`config.mk`:
```
export PLATFORM = sky130hd
export DESIGN_NAME = lbm_counter_init
export DESIGN_NICKNAME = d
export VERILOG_FILES = /design/src/rtl/lbm_counter_init_pkg.sv /design/src/rtl/lbm_counter_init.sv
export SDC_FILE = /design/constraint.sdc
export NUM_CORES = 1
export LEC_CHECK = 0
export CORE_AREA = 2 2 39 41
export CTS_BUF_LIST = sky130_fd_sc_hd__clkbuf_2 sky130_fd_sc_hd__clkbuf_4 sky130_fd_sc_hd__clkbuf_8
export CTS_CLUSTER_DIAMETER = 30
export DETAILED_ROUTE_END_ITERATION = 7
export DIE_AREA = 0 0 41 43
export PLACE_DENSITY_LB_ADDON = 0.05
export SYNTH_ARGS = -nofsm -noshare
export SYNTH_HDL_FRONTEND = slang
export SYNTH_SLANG_ARGS = --single-unit
```
`constraint.sdc`:
```
create_clock -name Clk -period 1.81 [get_ports Clk]
set_input_delay 0.362 -clock Clk [delete_from_list [all_inputs] [get_ports Clk]]
set_output_delay 0.362 -clock Clk [all_outputs]
set_load 0.02 [all_outputs]
```
`src/rtl/lbm_counter_init_pkg.sv`:
```
// Shared LBM lattice constants for the initialization counter slice.
package lbm_counter_init_pkg;

  localparam int unsigned LBM_GRID_SIDE = 16;
  localparam int unsigned LBM_GRID_DIM  = LBM_GRID_SIDE * LBM_GRID_SIDE;

endpackage

```
`src/rtl/lbm_counter_init.sv`:
```
// Enable-gated lattice address counter sweeping 0..GRID_DIM-1, wrapping by explicit compare.
module lbm_counter_init
  import lbm_counter_init_pkg::*;
#(
  parameter int unsigned GRID_DIM      = LBM_GRID_DIM,
  parameter int unsigned ADDRESS_WIDTH = $clog2(GRID_DIM)
) (
  input  logic                     Clk,
  input  logic                     Reset,
  input  logic                     Enable,
  output logic [ADDRESS_WIDTH-1:0] Data_out
);

  // Terminal compare rather than binary overflow, so non-power-of-two grids wrap correctly.
  localparam logic [ADDRESS_WIDTH-1:0] LAST = ADDRESS_WIDTH'(GRID_DIM - 1);

  logic [ADDRESS_WIDTH-1:0] count;

  always_ff @(posedge Clk) begin
    if (!Reset) begin
      count <= '0;
    end else if (Enable) begin
      if (count == LAST) count <= '0;
      else               count <= count + ADDRESS_WIDTH'(1);
    end
  end

  assign Data_out = count;

endmodule

```
# Yosys cells after proc, flatten, opt, wreduce, memory -nomap -nowiden
# Cells that the tools add are included.
# W data, S select, Z words.
# totals
inputBits	3
wordCells	4
ff_bits	8
out_inout_bits	8
# classes
mux	1
addsub	1
eq_ne	1
# ops
op	count
$add A8 B1 Y8 const B	1
$eq A8 B8 Y1 const B	1
$mux W8	1

# Depth between registers and ports, before layout
# depth
ltp_word	2
mapped_depth	4

# Least setup slack after synthesis
# Ideal clock, no wire load.
# synth_timing
path_kind	register to register
startpoint	reg count[2], in the netlist Data_out[2]
endpoint	reg count[7], in the netlist Data_out[7]
path_slack_ns	0.406
path_buffers	0
setup_time_ns	0.070
stages_incl_launch_ff	4
arrival_ns	1.334
period_less_slack_ns	1.404
cell_sequence	dfxtp_1 -> nand4_2 -> or4_1 -> a21oi_1
# synth_between
elab_chain_cells	2
elab_cells_between_ends	3
# synth_rtl
item	line	text
start: declaration	lbm_counter_init.sv:17	logic [ADDRESS_WIDTH-1:0] count;
start signal: assignment	lbm_counter_init.sv:24	else count <= count + ADDRESS_WIDTH'(1);
$add A8 B1 Y8 / $eq A8 B8 Y1 (equally long branches)	lbm_counter_init.sv:24, lbm_counter_init.sv:23	
$mux W8 (*)	lbm_counter_init.sv:23	if (count == LAST) count <= '0;
# Mark *: on every way between the ends. The rest lies on a longest branch, timed or not.
# A chain may end at the register's enable or synchronous reset.

# Worst setup path after layout
# layout_timing
startpoint	reg count[2], in the netlist Data_out[2]
endpoint	out Data_out[2]
# layout_rtl
item	line	text
end: declaration	lbm_counter_init.sv:11	output logic [ADDRESS_WIDTH-1:0] Data_out
# No word-level cell between the ends.

==> metrics <==
crit share post-route 93.9%; hold_sp Data_out[7]; YS warnings 0; share of flip-flops with an asynchronous set or reset 0%; maxcap violations 0; Sink Count 8; Antenna Nets Post-Route 0; die area 1760 sq um; crit path cell chain clkdlybuf4s50_1; final hold violation count 0; Area Growth Syn to Fin 42.1%; DRC viols 0; relative slew slack 85.1%; I/O pin total 11; Diodes inserted 0; initial core utilization 25.8%; routed len/inst 11.6 um; largest net degree at the start of global routing 8; Final Skew 0.00198 ns; Final nets 60; DIE WIDTH 41 um; post-CTS sizing 0; Seq/Total Area, Yosys 44.9%; DR pass1 iterations 4; Critical Path Max Stage Delay 0.65 ns; Post-Layout Cell Count 70; slew at the pin with the worst max-slew slack 0.222 ns; clk buf depth 2; Power per Cell Area 724 nW/um^2; clock root cell clkbuf_4; CP required 1.45 ns; Worst Path Class, Setup reg -> out; maximum vdd ir drop 0.364 mV; outcome complete, no violations; crit-path leading delay family buffers and inverters; Area contributors post-synth dfxtp_1, xor2_1, a21oi_1; vias 330; count leader, synth dfxtp_1; Core Footprint 1380 sq um; placed insts 67; crit path max fanout 5; Reg clk slew, reported paths 0.05 ns; CTS tree built; fin util 36.6%; top cells by count, synth dfxtp_1, nand2_1, nor2_1, a21oi_1, xor2_1; Final min period 1.70 ns; initial DRC count 6; layout cells sized above 1 11.1%; Synth top area share 44.9%; worst path arrival time 1.34 ns; final worst slack 0.111 ns; hold endpoint Data_out[7]; CP Buf/Inv Count 1; PortBufs 10; postcts setup bufs 0; dominant synthesized flop cell dfxtp_1; CP max-delay cell clkdlybuf4s50_1; H-tree depth 1; FP Rows 14; syn_nets 44; Yosys top cell by area dfxtp_1; worst min path class reg -> reg; drt total wl 814 um; first-pass GRT wire length 1370 um; reg-to-reg critical path endpoint Data_out[7]; Worst Hold Depth 2; grt total ovfl 0; RSZ-0062 raised after global routing no; die outline height 43 um; Mapped Cells 40; synthesized area per cell 8.91 sq um; CP endpoint kind output port; vias per cell 4.71; number of CTS-inserted buffers 3; startpoint types register; Worst-Skew Late Latency 0.25 ns; # hold bufs at CTS 0; Max Fclk 589 MHz; FF-to-FF setup slack 0.44 ns; vias in the first global route 318; GP Congestion 0.748; max-slew violations 0; Setup-failing EPs final 0; Netlist cell types 16; Lkg Pwr 0.191 nW; worst r2r path cells 3; EDFF count, synth 0; max reg flops 8; post-synthesis cell area 357 sq um; pre-CTS worst setup slack 0.0570 ns; Yosys reg bits 8; initial antenna violation count 0; Setup TNS Final 0 ns; Total GRT Usage 11.9%; r2r startpoint Data_out[2]
## metal layers
layer | GRT usage [%] | part of all wire, % | wire length [um] | vias up
li1 | - | - | - | 168
met1 | 16.1 | 47 | 385 | 152
met2 | 15.0 | 47 | 386 | 8
met3 | 3.14 | 4.5 | 37 | 2
met4 | 10.0 | 0.61 | 5 | 0
met5 | 0 | 0 | 0 | -
## cell usage in the layout (no fill, tap or decap), drive strengths merged, types with 3 or more instances in the layout
master,synthesis,routed
dfxtp,8,8
nor2,5,5
a21oi,4,4
xor2,3,3
nand4,3,3
clkdlybuf4s50,0,10
clkbuf,0,3
nand2,5,5
## stage by stage
step	power, mW	instance area [sq um]	hold WS (ns)
2_1_floorplan	0.214	357	0.536
3_3_place_gp	0.234	484	0.482
3_5_place_dp	0.235	484	0.504
4_1_cts	0.375	507	0.513
5_1_grt	0.391	507	0.540
6_report	0.367	507	0.513
## worst min-delay path: stages (launching register included)
cell	delay (ns)
dfxtp_1	0.33
o31ai_1	0.08
a21oi_1	0.06
## kinds of logic after synthesis
| kind of cell | count (synthesis) | synth area share [%] |
|---|---|---|
| compound gates | 8 | 12.6 |
| xor+xnor | 4 | 9.83 |
| fa+ha+maj | 1 | 3.51 |
| buf+inv | 2 | 3.16 |
| flops | 8 | 44.9 |
| mux | 1 | 2.81 |
| simple gates | 16 | 23.2 |
## how the worst max path moves through the flow
stage	to	slack (ns)	start	cells after the start
2_1_floorplan	Data_out[7]	0.41	Data_out[2]	3
3_3_place_gp	Data_out[7]	0.09	Enable	4
3_5_place_dp	Data_out[7]	0.06	Enable	4
4_1_cts	Data_out[2]	0.10	Data_out[2]	1
5_1_grt	Data_out[2]	0.06	Data_out[2]	1
6_report	Data_out[2]	0.11	Data_out[2]	1
## where the power goes
part	switching, mW	internal [mW]	total, mW
combinational	0.0200	0.0218	0.0419
clock	0.0604	0.0759	0.136
sequential	0.00752	0.181	0.189
## final cells by class
type                    instances  area (sq um)
well taps                      16          20.0
clock buffers                   3          22.5
inverters                       1          3.75
flip-flops and latches          8           160
multi-input cells              30           185
repair buffers                 12           115
fillers                       138           877
Power figures use the tool's default switching activity.
